<file path="src/rtl/uart_loader_pkg.sv">
// uart_loader_pkg: shared command/state types and frame layout for the UART program loader
package uart_loader_pkg;
    typedef enum logic [1:0] {
        CMD_SET_ADDR = 2'b00,
        CMD_WRITE    = 2'b01,
        CMD_RUN      = 2'b10,
        CMD_HALT     = 2'b11
    } cmd_t;
    typedef enum logic {S_IDLE, S_WRITE} ldr_state_t;
    localparam int FRAME_W = 34;
    localparam int CMD_MSB = 33;
    localparam int CMD_LSB = 32;
endpackage

</file>
<file path="src/rtl/loader_fifo.sv">
// loader_fifo: small synchronous FIFO; a push into a full FIFO succeeds when a pop frees a slot in the same cycle
module loader_fifo import uart_loader_pkg::*; #(
    parameter int WIDTH = FRAME_W,
    parameter int DEPTH = 2
) (
    input  logic             clk,
    input  logic             rst_n,
    input  logic             push,
    input  logic             pop,
    input  logic [WIDTH-1:0] din,
    output logic [WIDTH-1:0] dout,
    output logic             full,
    output logic             empty
);
    localparam int AW = $clog2(DEPTH);
    logic [WIDTH-1:0] mem [DEPTH];
    logic [AW:0] wr_ptr, rd_ptr;
    logic do_push, do_pop;
    // Pointers carry one extra wrap bit to tell full from empty
    assign empty   = wr_ptr == rd_ptr;
    assign full    = (wr_ptr[AW-1:0] == rd_ptr[AW-1:0]) && (wr_ptr[AW] != rd_ptr[AW]);
    assign do_pop  = pop && !empty;
    assign do_push = push && (!full || do_pop);
    assign dout    = mem[rd_ptr[AW-1:0]];
    always_ff @(posedge clk) begin
        if (!rst_n) begin
            wr_ptr <= '0;
            rd_ptr <= '0;
        end else begin
            if (do_push) wr_ptr <= wr_ptr + 1'b1;
            if (do_pop) rd_ptr <= rd_ptr + 1'b1;
        end
    end
    always_ff @(posedge clk) begin
        if (do_push) mem[wr_ptr[AW-1:0]] <= din;
    end
endmodule

</file>
<file path="src/rtl/uart_rx_loader.sv">
// uart_rx_loader: decodes UART frames into Avalon-MM word writes and core reset control
module uart_rx_loader import uart_loader_pkg::*; #(
    parameter int          FIFO_DEPTH = 2,
    parameter logic [31:0] BASE_ADDR  = 32'h0000_0000,
    parameter int          CNT_WIDTH  = 16
) (
    input  logic                 i_Clock,
    input  logic                 i_Reset_n,
    input  logic                 i_Rx_DV,
    input  logic [FRAME_W-1:0]   i_Rx_Word,
    output logic [31:0]          o_avm_address,
    output logic [31:0]          o_avm_writedata,
    output logic [3:0]           o_avm_byteenable,
    output logic                 o_avm_write,
    input  logic                 i_avm_waitrequest,
    output logic                 o_Cpu_Reset_n,
    output logic [CNT_WIDTH-1:0] o_Word_Count,
    output logic                 o_Overflow
);
    ldr_state_t state, state_next;
    logic [FRAME_W-1:0] head;
    logic [31:0] addr_reg, payload;
    logic full, empty, pop, accept;
    cmd_t cmd;
    loader_fifo #(.WIDTH(FRAME_W), .DEPTH(FIFO_DEPTH)) u_fifo (
        .clk(i_Clock), .rst_n(i_Reset_n), .push(i_Rx_DV), .pop(pop),
        .din(i_Rx_Word), .dout(head), .full(full), .empty(empty)
    );
    assign cmd              = cmd_t'(head[CMD_MSB:CMD_LSB]);
    assign payload          = head[31:0];
    assign o_avm_byteenable = 4'hF;
    always_ff @(posedge i_Clock) begin
        if (!i_Reset_n) state <= S_IDLE;
        else state <= state_next;
    end
    always_comb begin
        state_next = state == S_IDLE ? ((pop && cmd == CMD_WRITE) ? S_WRITE : S_IDLE)
                                     : (accept ? S_IDLE : S_WRITE);
    end
    always_comb begin
        pop         = state == S_IDLE && !empty;
        o_avm_write = state == S_WRITE;
        accept      = o_avm_write && !i_avm_waitrequest;
    end
    always_ff @(posedge i_Clock) begin
        if (!i_Reset_n) begin
            addr_reg        <= BASE_ADDR;
            o_avm_address   <= BASE_ADDR;
            o_avm_writedata <= '0;
            o_Cpu_Reset_n   <= 1'b0;
            o_Word_Count    <= '0;
            o_Overflow      <= 1'b0;
        end else begin
            if (i_Rx_DV && full && !pop) o_Overflow <= 1'b1;
            if (pop) begin
                case (cmd)
                    CMD_SET_ADDR: addr_reg <= {payload[31:2], 2'b00};
                    CMD_WRITE: begin
                        o_avm_address   <= addr_reg;
                        o_avm_writedata <= payload;
                    end
                    CMD_RUN:  o_Cpu_Reset_n <= 1'b1;
                    CMD_HALT: o_Cpu_Reset_n <= 1'b0;
                    default:  ;
                endcase
            end
            if (accept) begin
                addr_reg <= addr_reg + 32'd4;
                if (!(&o_Word_Count)) o_Word_Count <= o_Word_Count + 1'b1;
            end
        end
    end
endmodule

</file>
<file path="config.mk">
export PLATFORM = sky130hd
export DESIGN_NAME = uart_rx_loader
export DESIGN_NICKNAME = d
export VERILOG_FILES = /design/src/rtl/uart_loader_pkg.sv /design/src/rtl/loader_fifo.sv /design/src/rtl/uart_rx_loader.sv
export SDC_FILE = /design/constraint.sdc
export NUM_CORES = 1
export LEC_CHECK = 0
export BUFFER_PORTS_ARGS = -buffer_cell sky130_fd_sc_hd__buf_2
export CAP_MARGIN = 20
export CORE_MARGIN = 2
export CORE_UTILIZATION = 53
export CTS_CLUSTER_SIZE = 20
export DETAILED_ROUTE_END_ITERATION = 7
export PLACE_DENSITY = 0.78
export SLEW_MARGIN = 0
export SYNTH_ARGS = -nofsm -noshare
export SYNTH_HDL_FRONTEND = slang
export SYNTH_SLANG_ARGS = --single-unit
</file>
<file path="constraint.sdc">
create_clock -name i_Clock -period 3.3 [get_ports i_Clock]
set_input_delay 0.33 -clock i_Clock [delete_from_list [all_inputs] [get_ports i_Clock]]
set_output_delay 0.33 -clock i_Clock [all_outputs]
set_load 0.05 [all_outputs]
</file>
[After elaboration in Yosys (flattened, before gate mapping)]
Memories as Yosys holds them, arrays and structs flattened. A register that Yosys moved wholly into a read port is not among the register bits.
Index checks and enable logic that the tools add are counted.
Operators by class
  add/subtract/negate cells: 4
  equal/unequal tests: 6
  mux-type cells: 11
  bitwise operators: 2
  reduce and logical (&&, ||, !) cells: 22
Operator list (count)
  2-to-1 mux 32 bit: 3
  adder 32 x 3 -> 32 bit, second input constant: 1
  adder 16 x 1 -> 16 bit, second input constant: 1
  AND reduction 16 bit: 1
  logical AND 1 bit: 8
  AND reduction 2 bit: 4
  2-to-1 mux 1 bit: 7
  nonzero test 2 bit: 3
  adder 2 x 1 -> 2 bit, second input constant: 2
  == test 2 bit, second input constant: 2
  logical NOT 1 bit: 4
  == test 2 x 1 -> 1 bit, second input constant: 1
  == test 2 bit: 1
  logical NOT 2 bit: 1
  inverter 1 bit: 2
  one-hot mux 1 bit (2 select lines): 1
  == test 1 bit: 1
  logical OR 1 bit: 1
  != test 1 bit: 1
Word-level totals
  bits in registers: 119
  memory bits (writable): 68
  output and inout bits: 87
  word-level logic and storage cells: 55
  memories: 1
Memory list
  u_fifo.mem: depth 2, width 34, rd ports 1, clocked after memory_dff 1, wr ports 1, line loader_fifo.sv:16  | logic [WIDTH-1:0] mem [DEPTH];

[Logic depth before layout (Yosys ltp)]
Gate-level depths: netlist of the first run.
  word-level depth: 8
  gate-level depth with buffers: 8
  depth with buffers taken out: 6

[Cells and area by module]
From an unflattened synthesis of the first run, not the netlist that was laid out.
Second synthesis, totals
  cell total of the unflattened synthesis: 750
  area, all modules: 7594.8 um^2
Modules (own cells, without submodules)
  uart_rx_loader: instances 1, cells each 610, area an instance 4849.7 um^2, seq. area each 2222.1 um^2
  loader_fifo: instances 1, cells each 140, area an instance 2745.1 um^2, seq. area each 2142.1 um^2

[Worst setup path before layout of the first run]
Ideal clock, no wire load.
  path kind: flip-flop to flip-flop
  start point: register state, in the netlist o_avm_write
  end point: memory u_fifo.mem[0][0] (netlist name), enable pin
  setup time: 425 ps
  arrival time: 2312 ps
  slack: 563 ps
  stages on the path, launching flop included: 5
  cell sequence: dfxtp_1 > buf_2 > nand3_1 > nand2_1 > nor2_1
Between the ends
  word-level cells in the longest chain between the ends: 7
Ends and longest elaborated chain
  start: declaration: line uart_rx_loader.sv:20  | ldr_state_t state, state_next;
  start signal: assignment: line uart_rx_loader.sv:34  | else state <= state_next;
  inverter 1 bit: line uart_rx_loader.sv:41  | pop = state == S_IDLE && !empty;
  logical AND 1 bit: line uart_rx_loader.sv:41
  logical AND 1 bit: line loader_fifo.sv:22  | assign do_pop = pop && !empty;
  logical OR 1 bit: line loader_fifo.sv:23  | assign do_push = push && (!full || do_pop);
  logical AND 1 bit: line loader_fifo.sv:23
  2-to-1 mux 1 bit: line loader_fifo.sv:35  | if (do_push) mem[wr_ptr[AW-1:0]] <= din;
  2-to-1 mux 1 bit (implied by the code): line loader_fifo.sv:35
  end: declaration: line loader_fifo.sv:16
Every way passes these cells.

==> results.md, run 1 <==
* Largest cells by area after synthesis: dfxtp_1 (31%), edfxtp_1 (28%), nand2_1 (4.6%), mux2i_1 (4.2%), nor2_1 (3.6%)
* HPWL after DPL at 11.34 mm
* Cts repair resizes at 0
* Routed length per instance at 16.55 µm
* CTS Buf Count at 17
* Prevailing post-synth register cell: dfxtp_1
* Number of hold buffers added after CTS at 0
* Number of rows in the core area at 43
* Type of the worst setup path: flop to flop
* Worst Setup Start Kind: flop
* Maximum resistive drop on vdd at 358.5 µV
* Iter 0 DRT Violations at 421
* Least setup slack across all paths after layout at 1.058 ns
* CTS sink cnt at 184
* Cell area after placement at 0.008110 mm²
* Chip Width at 122.3 µm
* Synth top area share at 31.34%
* Gate count of the mapped netlist at 696
* Final number of max-transition violations at 0
* Period Utilization, post-route at 67.95%
* Place WS at 1.102 ns
* Worst setup EP type: flop
* Clock latency at the later pin of the worst-skew pair at 0.42 ns
* Grt total ovfl at 0
* Slew Limit Headroom at 29.32%
* Class of the worst hold path: primary input to flop
* Levels on crit path at 6
* Post-route clock skew at 0.007404 ns
* Fill count at 1,127
* Wire length of the first global-routing pass at 26.10 mm
* Synthesized-area fraction occupied by xor and xnor cells at 2.482%
* Num ports at 125
* IO buf count at 118
* Outcome: finished, final reports clean
* Setup Buffers After CTS at 0
* Arrival time worst endpoint at 2.58 ns
* Largest area contributor in the netlist: dfxtp_1
* Number of global-route vias before repair at 5,185
* Netlist area before placement at 0.007411 mm²
* Area fraction in compound gates after synthesis at 13.42%
* Fmax at 446.0 MHz
* FF+latch count, synth at 184
* Final min period at 2.242 ns
* Root Buffer Master: clkbuf_16
* Pin count of the biggest net entering global routing at 92
* Via Count at 5,559
* Clock transition at the register clock pins on the worst setup and hold paths after CTS at 0.07 ns
* Share of cell area taken by muxes after synthesis at 4.947%
* Sequential fraction of the synthesis area at 58.89%
* Post-synth cell types at 58
* Post-synthesis average cell area at 10.65 µm²
* Post-Route Utilization at 62.91%
* Crit path max fanout at 91
* Simple-gate share of the synthesized area at 16.43%
* # diodes at 0
* CTS tree: done
* Die footprint at 0.01495 mm²
* DRC at 0
* Buffer levels on the longest clock path at 2
* 1st-pass router iterations at 5
* Setup repair after global routing missed its margin: no
* Yosys warning total at 0
* Area Growth Syn to Fin at 16.92%
* Share of post-route cells with drive strength above 1 at 21.58%
* Req. time, crit path at 3.63 ns
* Initial antenna violation count at 0
* Slowest cell on the critical path: buf_4
* Core area at 0.01377 mm²
* Ratio of total power to cell area at 733.6 mW/mm²
* Starting density of the core at 53.81%
* Buffers & Inverters on Critical Path at 2
* Die Ht at 122.3 µm
* Post-Route WL at 16.40 mm
* Final instance area at 0.008665 mm²
* Largest family of logic cells by synthesized area: simple AND/OR/NAND/NOR gates
* Max reg flops at 68
* Largest delay share family, worst path: buffers and inverters
* Adder and majority cell fraction of the synthesized area at 0.3377%
* Number of failing setup endpoints in the final timing report at 0
* Routability Congestion at 0.8900
* Global-route total usage across every layer at 22.44%
* Net count of the finished layout at 838
* Setup TNS Final at 0 ns
* Worst r2r path cells at 6
* Avg Vias per Cell at 5.609
* Post-detailed-route count of antenna-violating nets at 0
* Critical path cell sequence: buf_4 > mux2i_1 > and3_2 > buf_12 > nor2_1 > a211oi_1
* Proportion of register bits with asynchronous set or reset after synthesis at 0%
* Worst path max stage delay at 0.47 ns
* Count of endpoints failing hold in the final timing report at 0
* Worst Tran Pin Value at 1.060 ns
* Level count of the clock H-tree at 4
* Max-Cap Viols at 0
* Hold Path Stages at 1
* Leakage power figure at 3.189 nW
* Post-synth EDFFs at 68
[path summary, 6_finish.rpt]
kind / to / startpoint / slack [ns]
worst max-delay path: o_avm_writedata[7] / flop / 1.06
worst min-delay path: u_fifo.mem[0][13] / i_Rx_Word[13] / 0.1
worst max register to register: o_avm_writedata[7] / flop / 1.06
worst min register to register: o_avm_address[24] / o_avm_address[24] / 0.45
[logic make-up (layout without fill, tap and decap cells)]
| kind of cell | Yosys count | after routing |
|---|---|---|
| simple gates | 253 | 253 |
| flops | 184 | 184 |
| compound gates | 143 | 143 |
| buf+inv | 55 | 166 |
| mux | 36 | 36 |
| xor+xnor | 21 | 21 |
| fa+ha+maj | 2 | 2 |
| other cells | 2 | 6 |
[metal layers]
metal | GRT usage, % | vias up | wire length [µm]
met3 | 4.600 | 23 | 990
li1 | - | 2735 | -
met2 | 34.17 | 170 | 7532
met1 | 31.67 | 2631 | 7580
met4 | 8.621 | 0 | 293
met5 | 0 | - | 0
[per-stage QoR]
| stage | instances | hold slack (ns) | power [mW] |
|---|---|---|---|
| after global placement | 959 | 0.4449 | 4.455 |
| final | 991 | 0.09525 | 6.356 |
| after floorplan | 700 | 0.4289 | 4.102 |
| after CTS | 991 | 0.07723 | 6.393 |
| after global routing | 991 | 0.08329 | 6.638 |
| after detailed placement | 959 | 0.4451 | 4.497 |
[where the power goes]
group / leakage (nW) / switching [mW] / internal [mW]
logic: 1.35 / 1.11 / 0.475
registers: 1.58 / 0.234 / 2.63
clock network: 0.264 / 0.852 / 1.05
[final cells by class]
| class | count | area (µm²) | share of cell area, % |
|---|---|---|---|
| timing repair buffer | 128 | 678.2 | 7.827 |
| inverter | 6 | 22.52 | 0.2599 |
| sequential | 184 | 4365 | 50.38 |
| multi-input combinational | 461 | 2819 | 32.53 |
| clock inverter | 13 | 121.4 | 1.401 |
| clock buffer | 19 | 432.9 | 4.996 |
| tap | 180 | 225.2 | 2.599 |
[cells in the mapped netlist (4+ instances only)]
| master | instances |
|---|---|
| a211oi_1 | 34 |
| a21oi_1 | 52 |
| a31oi_1 | 4 |
| and2_1 | 4 |
| and3_1 | 6 |
| buf_2 | 18 |
| buf_4 | 6 |
| clkbuf_1 | 22 |
| dfxtp_1 | 116 |
| edfxtp_1 | 68 |
| inv_1 | 5 |
| mux2_2 | 5 |
| mux2i_1 | 31 |
| nand2_1 | 90 |
| nand3_1 | 24 |
| nand4_1 | 11 |
| nor2_1 | 71 |
| nor3_1 | 11 |
| nor4_1 | 11 |
| o211ai_1 | 7 |
| o21a_1 | 5 |
| o21ai_0 | 4 |
| o22a_1 | 8 |
| o31a_1 | 8 |
| or3_1 | 4 |
| xnor2_1 | 15 |
| xor2_1 | 6 |
[worst register-to-register path, stage by stage (launching register included)]
cell and delay [ns]:
dfxtp_2 0.39, buf_4 0.47, mux2i_1 0.36, and3_2 0.26, buf_12 0.29, nor2_1 0.17
a211oi_1 0.22
[layout by cell type (no fill, tap or decap), types with 5 or more instances in the layout]
cell type / n
nand3_1: 24
nor3_1: 11
o211ai_1: 7
a21oi_1: 52
a211oi_1: 34
nor4_1: 11
inv_1: 5
nor2_1: 70
xnor2_1: 15
edfxtp_1: 68
nand2_1: 90
xor2_1: 6
nand4_1: 11
conb_1: 6
o21a_1: 5
clkbuf_16: 17
mux2_2: 5
buf_2: 118
mux2i_1: 31
buf_4: 9
dfxtp_1: 115
and3_1: 5
o22a_1: 8
o31a_1: 8
No activity file was read; power rests on OpenSTA's default activity.
==> inputs of run 2 (changes only) <==
clock period = 2.3 ns   (was 3.3 ns; I/O delays follow)
==> run 2 against run 1 <==
Register-to-register slack worse by 0.85 ns. Sequential power up 43%. Clock skew up 0.0052 ns. Critical path depth down 1. Sequential cell count unchanged. Global-route usage up 2.4 points. Cell count up 4.3%. Critical path type unchanged. Largest cell class unchanged.
==> results.md, run 2 (same netlist as run 1, synthesis figures left out) <==
* Switching Fraction at 36.07%
* Number of rows in the core area at 43
* CTS sink cnt at 184
* Internal power at 6.016 mW
* Non-filler instance count after layout at 1,034
* Outcome: finished, final reports clean
* Critical path cell sequence: nand4_4 > nor3_4 > nand4_4 > or4_1 > a311oi_1
* Hold Crit Endpoint: u_fifo.mem[1][19]
* Iter 0 DRT Violations at 476
* Grt total ovfl at 0
* Num ports at 125
* Share of total power in combinational logic at 26.1%
* Worst r2r path cells at 5
* Post-Route Utilization at 66.34%
* Chip Width at 122.3 µm
* Max reg flops at 68
* Clock latency at the later pin of the worst-skew pair at 0.44 ns
* # diodes at 0
* R2R setup slack at 0.21 ns
* Number of failing setup endpoints in the final timing report at 0
* IO buf count at 118
* Period Utilization, post-route at 90.96%
* Fraction of power consumed by the clock network at 30.2%
* Slowest cell on the critical path: or4_1
* Post-Route WL at 18.12 mm
* Worst setup EP type: flop
* Routed length per instance at 17.53 µm
* Class of the worst hold path: primary input to flop
* CTS Buf Count at 17
* Initial antenna violation count at 0
* Global-route total usage across every layer at 24.88%
* Cts repair resizes at 0
* Root Buffer Master: clkbuf_16
* Most common library cell in the layout ignoring fill and taps: buf_2
* Die footprint at 0.01495 mm²
* Number of hold buffers added after CTS at 33
* Endpoint of the lowest-slack register-to-register path: addr_reg[31]
* Buffer levels on the longest clock path at 2
* CTS tree: done
* Wire length of the first global-routing pass at 28.59 mm
* Worst Tran Pin Value at 0.5955 ns
* Core area at 0.01377 mm²
* Beginning of the critical path: addr_reg[5]
* Worst Setup Start Kind: flop
* Hold Path Stages at 1
* Setup repair after global routing missed its margin: no
* Switch Pwr at 3.394 mW
* Worst path max stage delay at 0.53 ns
* Buffers & Inverters on Critical Path at 0
* Die Ht at 122.3 µm
* Level count of the clock H-tree at 4
* Final min period at 2.092 ns
* Slew Limit Headroom at 60.02%
* Clock transition at the register clock pins on the worst setup and hold paths after CTS at 0.07 ns
* Fmax at 478.0 MHz
* Post-detailed-route count of antenna-violating nets at 0
* Number of global-route vias before repair at 5,658
* Max-Cap Viols at 0
* Largest delay share family, worst path: simple AND/OR/NAND/NOR gates
* Crit path max fanout at 9
* Routability Congestion at 0.8940
* Share of post-route cells with drive strength above 1 at 22.01%
* Avg Vias per Cell at 5.771
* Leakage power figure at 3.419 nW
* Most frequent CP cell: nand4_4
* Final instance area at 0.009138 mm²
* Final Power at 9.410 mW
* Reg-to-reg critical path startpoint: addr_reg[5]
* Area Growth Syn to Fin at 23.30%
* Via Count at 5,967
* Cell area after placement at 0.008223 mm²
* Count of endpoints failing hold in the final timing report at 0
* Post-route clock skew at 0.01261 ns
* Launch point of the worst hold path: i_Rx_Word[19]
* Proportion of power drawn by flip-flops and latches at 43.7%
* Pin count of the biggest net entering global routing at 50
* Setup Buffers After CTS at 0
* DRC at 0
* 1st-pass router iterations at 5
* Starting density of the core at 53.81%
* Setup TNS Final at 0 ns
* Net count of the finished layout at 881
* Ratio of total power to cell area at 1030 mW/mm²
* Final number of max-transition violations at 0
* Most used cells in the layout excluding fill and tap cells: buf_2 (118), dfxtp_1 (115), nand2_1 (90), nor2_1 (70), edfxtp_1 (68)
* Req. time, crit path at 2.64 ns
* Maximum resistive drop on vdd at 664.8 µV
* HPWL after DPL at 12.21 mm
* Arrival time worst endpoint at 2.44 ns
* Type of the worst setup path: flop to flop
* Fill count at 1,047
* Placed instance count at 969
[run 2: cell types whose count changed in the layout (fill, tap and decap cells not counted), sizes merged]
cell         previous run  this run
dlygate4sd3             0        33
buf                   128       138
inv                    10        14
clkinvlp                3         0
clkbuf                 19        17
clkinv                  5         7
bufinv                  1         0
[run 2: per-layer routing]
metal / global-route usage, % / up-vias / wire [µm]
li1: - / 2825 / -
met1: 33.48 / 2868 / 7744
met3: 5.204 / 40 / 1230
met5: 0 / - / 0
met2: 39.97 / 234 / 8714
met4: 8.980 / 0 / 432
[run 2: metrics by stage]
step	hold slack [ns]	setup WS [ns]
4_1_cts	0.003879	0.2203
3_3_place_gp	0.4174	0.3418
6_report	0.002615	0.2080
2_1_floorplan	0.3289	0.009958
5_1_grt	0.003673	0.01630
3_5_place_dp	0.4226	0.2225
[run 2: how the worst max path moves through the flow]
stage	end	slack [ns]	cells after the start
2_1_floorplan	addr_reg[28]	0.01	7
3_3_place_gp	addr_reg[30]	0.34	5
3_5_place_dp	addr_reg[31]	0.22	5
4_1_cts	o_Word_Count[1]	0.22	6
5_1_grt	o_Word_Count[1]	0.02	6
6_report	addr_reg[31]	0.21	5
[run 2: power by group through the flow]
stage                     Combinational [mW]  Clock (mW)  Sequential (mW)
after global placement                  2.33           0             4.15
after global routing                    2.64        3.01             4.15
after detailed placement                2.40           0             4.17
after CTS                               2.45        2.88             4.10
after floorplan                         1.24           0             4.65
final                                   2.46        2.84             4.11
[run 2: area by class of cell]
class                   instances  area (µm²)  share of cell area, %
clock buffers                  17       425.4                  4.656
well taps                     180       225.2                  2.465
inverters                       6       22.52                 0.2465
multi-input cells             461        2819                  30.85
repair buffers                171        1121                  12.27
flip-flops and latches        184        4365                  47.77
clock inverters                15       158.9                  1.739
==> inputs of run 3 (changes only) <==
clock period = 2.53 ns   (was 2.3 ns; I/O delays follow)
==> run 3 against run 2 <==
Via count down 3.9%. Register-to-register slack better by 0.16 ns. First-iteration DRC count up 7.1%. Utilization down 1.6 points. Non-clock buffer count down 19. Critical path type unchanged.
==> results.md, run 3 (same netlist as run 1, synthesis figures left out) <==
* Leakage power figure at 3.311 nW
* Worst Tran Pin Value at 0.5495 ns
* Class of the worst hold path: primary input to flop
* Place WS at 0.4234 ns
* Outcome: finished, final reports clean
* Crit path max fanout at 7
* Via Count at 5,736
* Buffer levels on the longest clock path at 2
* Most common library cell in the layout ignoring fill and taps: buf_2
* Critical path cell sequence: ha_1 > nand3_1 > or3_1 > o21ai_2 > mux2i_1 > nor2_1
* Worst Setup Start Kind: flop
* CTS Buf Count at 17
* Area Growth Syn to Fin at 20.24%
* Worst setup EP type: flop
* CTS sink cnt at 184
* Routability Congestion at 0.9140
* Level count of the clock H-tree at 4
* Number of rows in the core area at 43
* Iter 0 DRT Violations at 510
* Grt total ovfl at 0
* Core area at 0.01377 mm²
* Req. time, crit path at 2.84 ns
* Arrival time worst endpoint at 2.48 ns
* Slowest cell on the critical path: or3_1
* Number of failing setup endpoints in the final timing report at 0
* Number of global-route vias before repair at 5,316
* Ratio of total power to cell area at 937.9 mW/mm²
* Clock latency at the later pin of the worst-skew pair at 0.43 ns
* Final number of max-transition violations at 0
* Setup Buffers After CTS at 0
* Routed length per instance at 16.77 µm
* Count of endpoints failing hold in the final timing report at 0
* Most used cells in the layout excluding fill and tap cells: buf_2 (118), dfxtp_1 (115), nand2_1 (90), nor2_1 (70), edfxtp_1 (68)
* Share of post-route cells with drive strength above 1 at 21.68%
* Avg Vias per Cell at 5.651
* Maximum resistive drop on vdd at 523.0 µV
* IO buf count at 118
* Wire length of the first global-routing pass at 27.12 mm
* Max-Cap Viols at 0
* Final min period at 2.164 ns
* Fmax at 462.1 MHz
* Starting density of the core at 53.81%
* HPWL after DPL at 11.53 mm
* Chip Width at 122.3 µm
* Root Buffer Master: clkbuf_16
* Post-Route WL at 17.02 mm
* Die Ht at 122.3 µm
* Period Utilization, post-route at 85.54%
* Initial antenna violation count at 0
* CTS tree: done
* Post-route clock skew at 0.006385 ns
* 1st-pass router iterations at 5
* Final instance area at 0.008911 mm²
* Setup repair after global routing missed its margin: no
* Type of the worst setup path: flop to flop
* Clock transition at the register clock pins on the worst setup and hold paths after CTS at 0.07 ns
* Worst path max stage delay at 0.55 ns
* Post-detailed-route count of antenna-violating nets at 0
* DRC at 0
* # diodes at 0
* Slew Limit Headroom at 63.37%
* Max reg flops at 68
* Pin count of the biggest net entering global routing at 92
* Least setup slack across all paths after layout at 0.3660 ns
* Global-route total usage across every layer at 23.55%
* Setup TNS Final at 0 ns
* Net count of the finished layout at 862
* Cell area after placement at 0.008153 mm²
* Die footprint at 0.01495 mm²
* Num ports at 125
## run 3: repair_timing
item	4_1_cts	5_1_grt
gates resized for setup	0	0
hold buffers	15	5
endpoints found under the hold margin	29	8
## run 3: power breakdown
group / switching (mW) / leakage [nW] / internal [mW]
Clock: 1.20 / 0.276 / 1.30
Combinational: 1.48 / 1.45 / 0.650
Sequential: 0.298 / 1.58 / 3.43
## run 3: path summary, 6_finish.rpt
kind | from | to | slack, ns | cells past startpoint
setup / recovery | o_Word_Count[0] | o_Word_Count[1] | 0.37 | 6
hold / removal | i_Rx_Word[26] | u_fifo.mem[1][26] | 0.02 | 1
setup reg to reg | o_Word_Count[0] | o_Word_Count[1] | 0.37 | 6
hold reg to reg | o_avm_address[29] | o_avm_address[29] | 0.45 | 2
## run 3: per-stage QoR
stage | utilization [%] | instances | total power [mW] | hold WS (ns)
2_1_floorplan | - | 700 | 5.350 | 0.3519
3_3_place_gp | 59.19 | 963 | 5.820 | 0.4405
3_5_place_dp | 59.19 | 963 | 5.882 | 0.4441
4_1_cts | 64.34 | 1010 | 8.389 | 0.0006253
5_1_grt | 64.70 | 1015 | 8.737 | 0.0009420
6_report | 64.70 | 1015 | 8.358 | 0.01574
## run 3: area by class of cell
class | count | area [µm²]
multi-input cells | 461 | 2819
clock inverters | 14 | 128.9
well taps | 180 | 225.2
clock buffers | 18 | 429.2
flip-flops and latches | 184 | 4365
inverters | 6 | 22.52
fillers | 1111 | 4862
repair buffers | 152 | 920.9
## run 3: routing by layer
metal	vias to the layer above	part of all wire (%)	GRT usage [%]
met5	-	0	0
li1	2786	-	-
met1	2698	44	32.36
met2	224	48	37.12
met3	28	6.8	5.437
met4	0	1.5	7.687
## run 3: critical path, delay by kind of cell, from the launching register on
kind / cells / cell delay (ns)
simple gates: 3 / 0.84
compound gates: 1 / 0.33
flops: 1 / 0.42
mux: 1 / 0.25
fa+ha+maj: 1 / 0.20
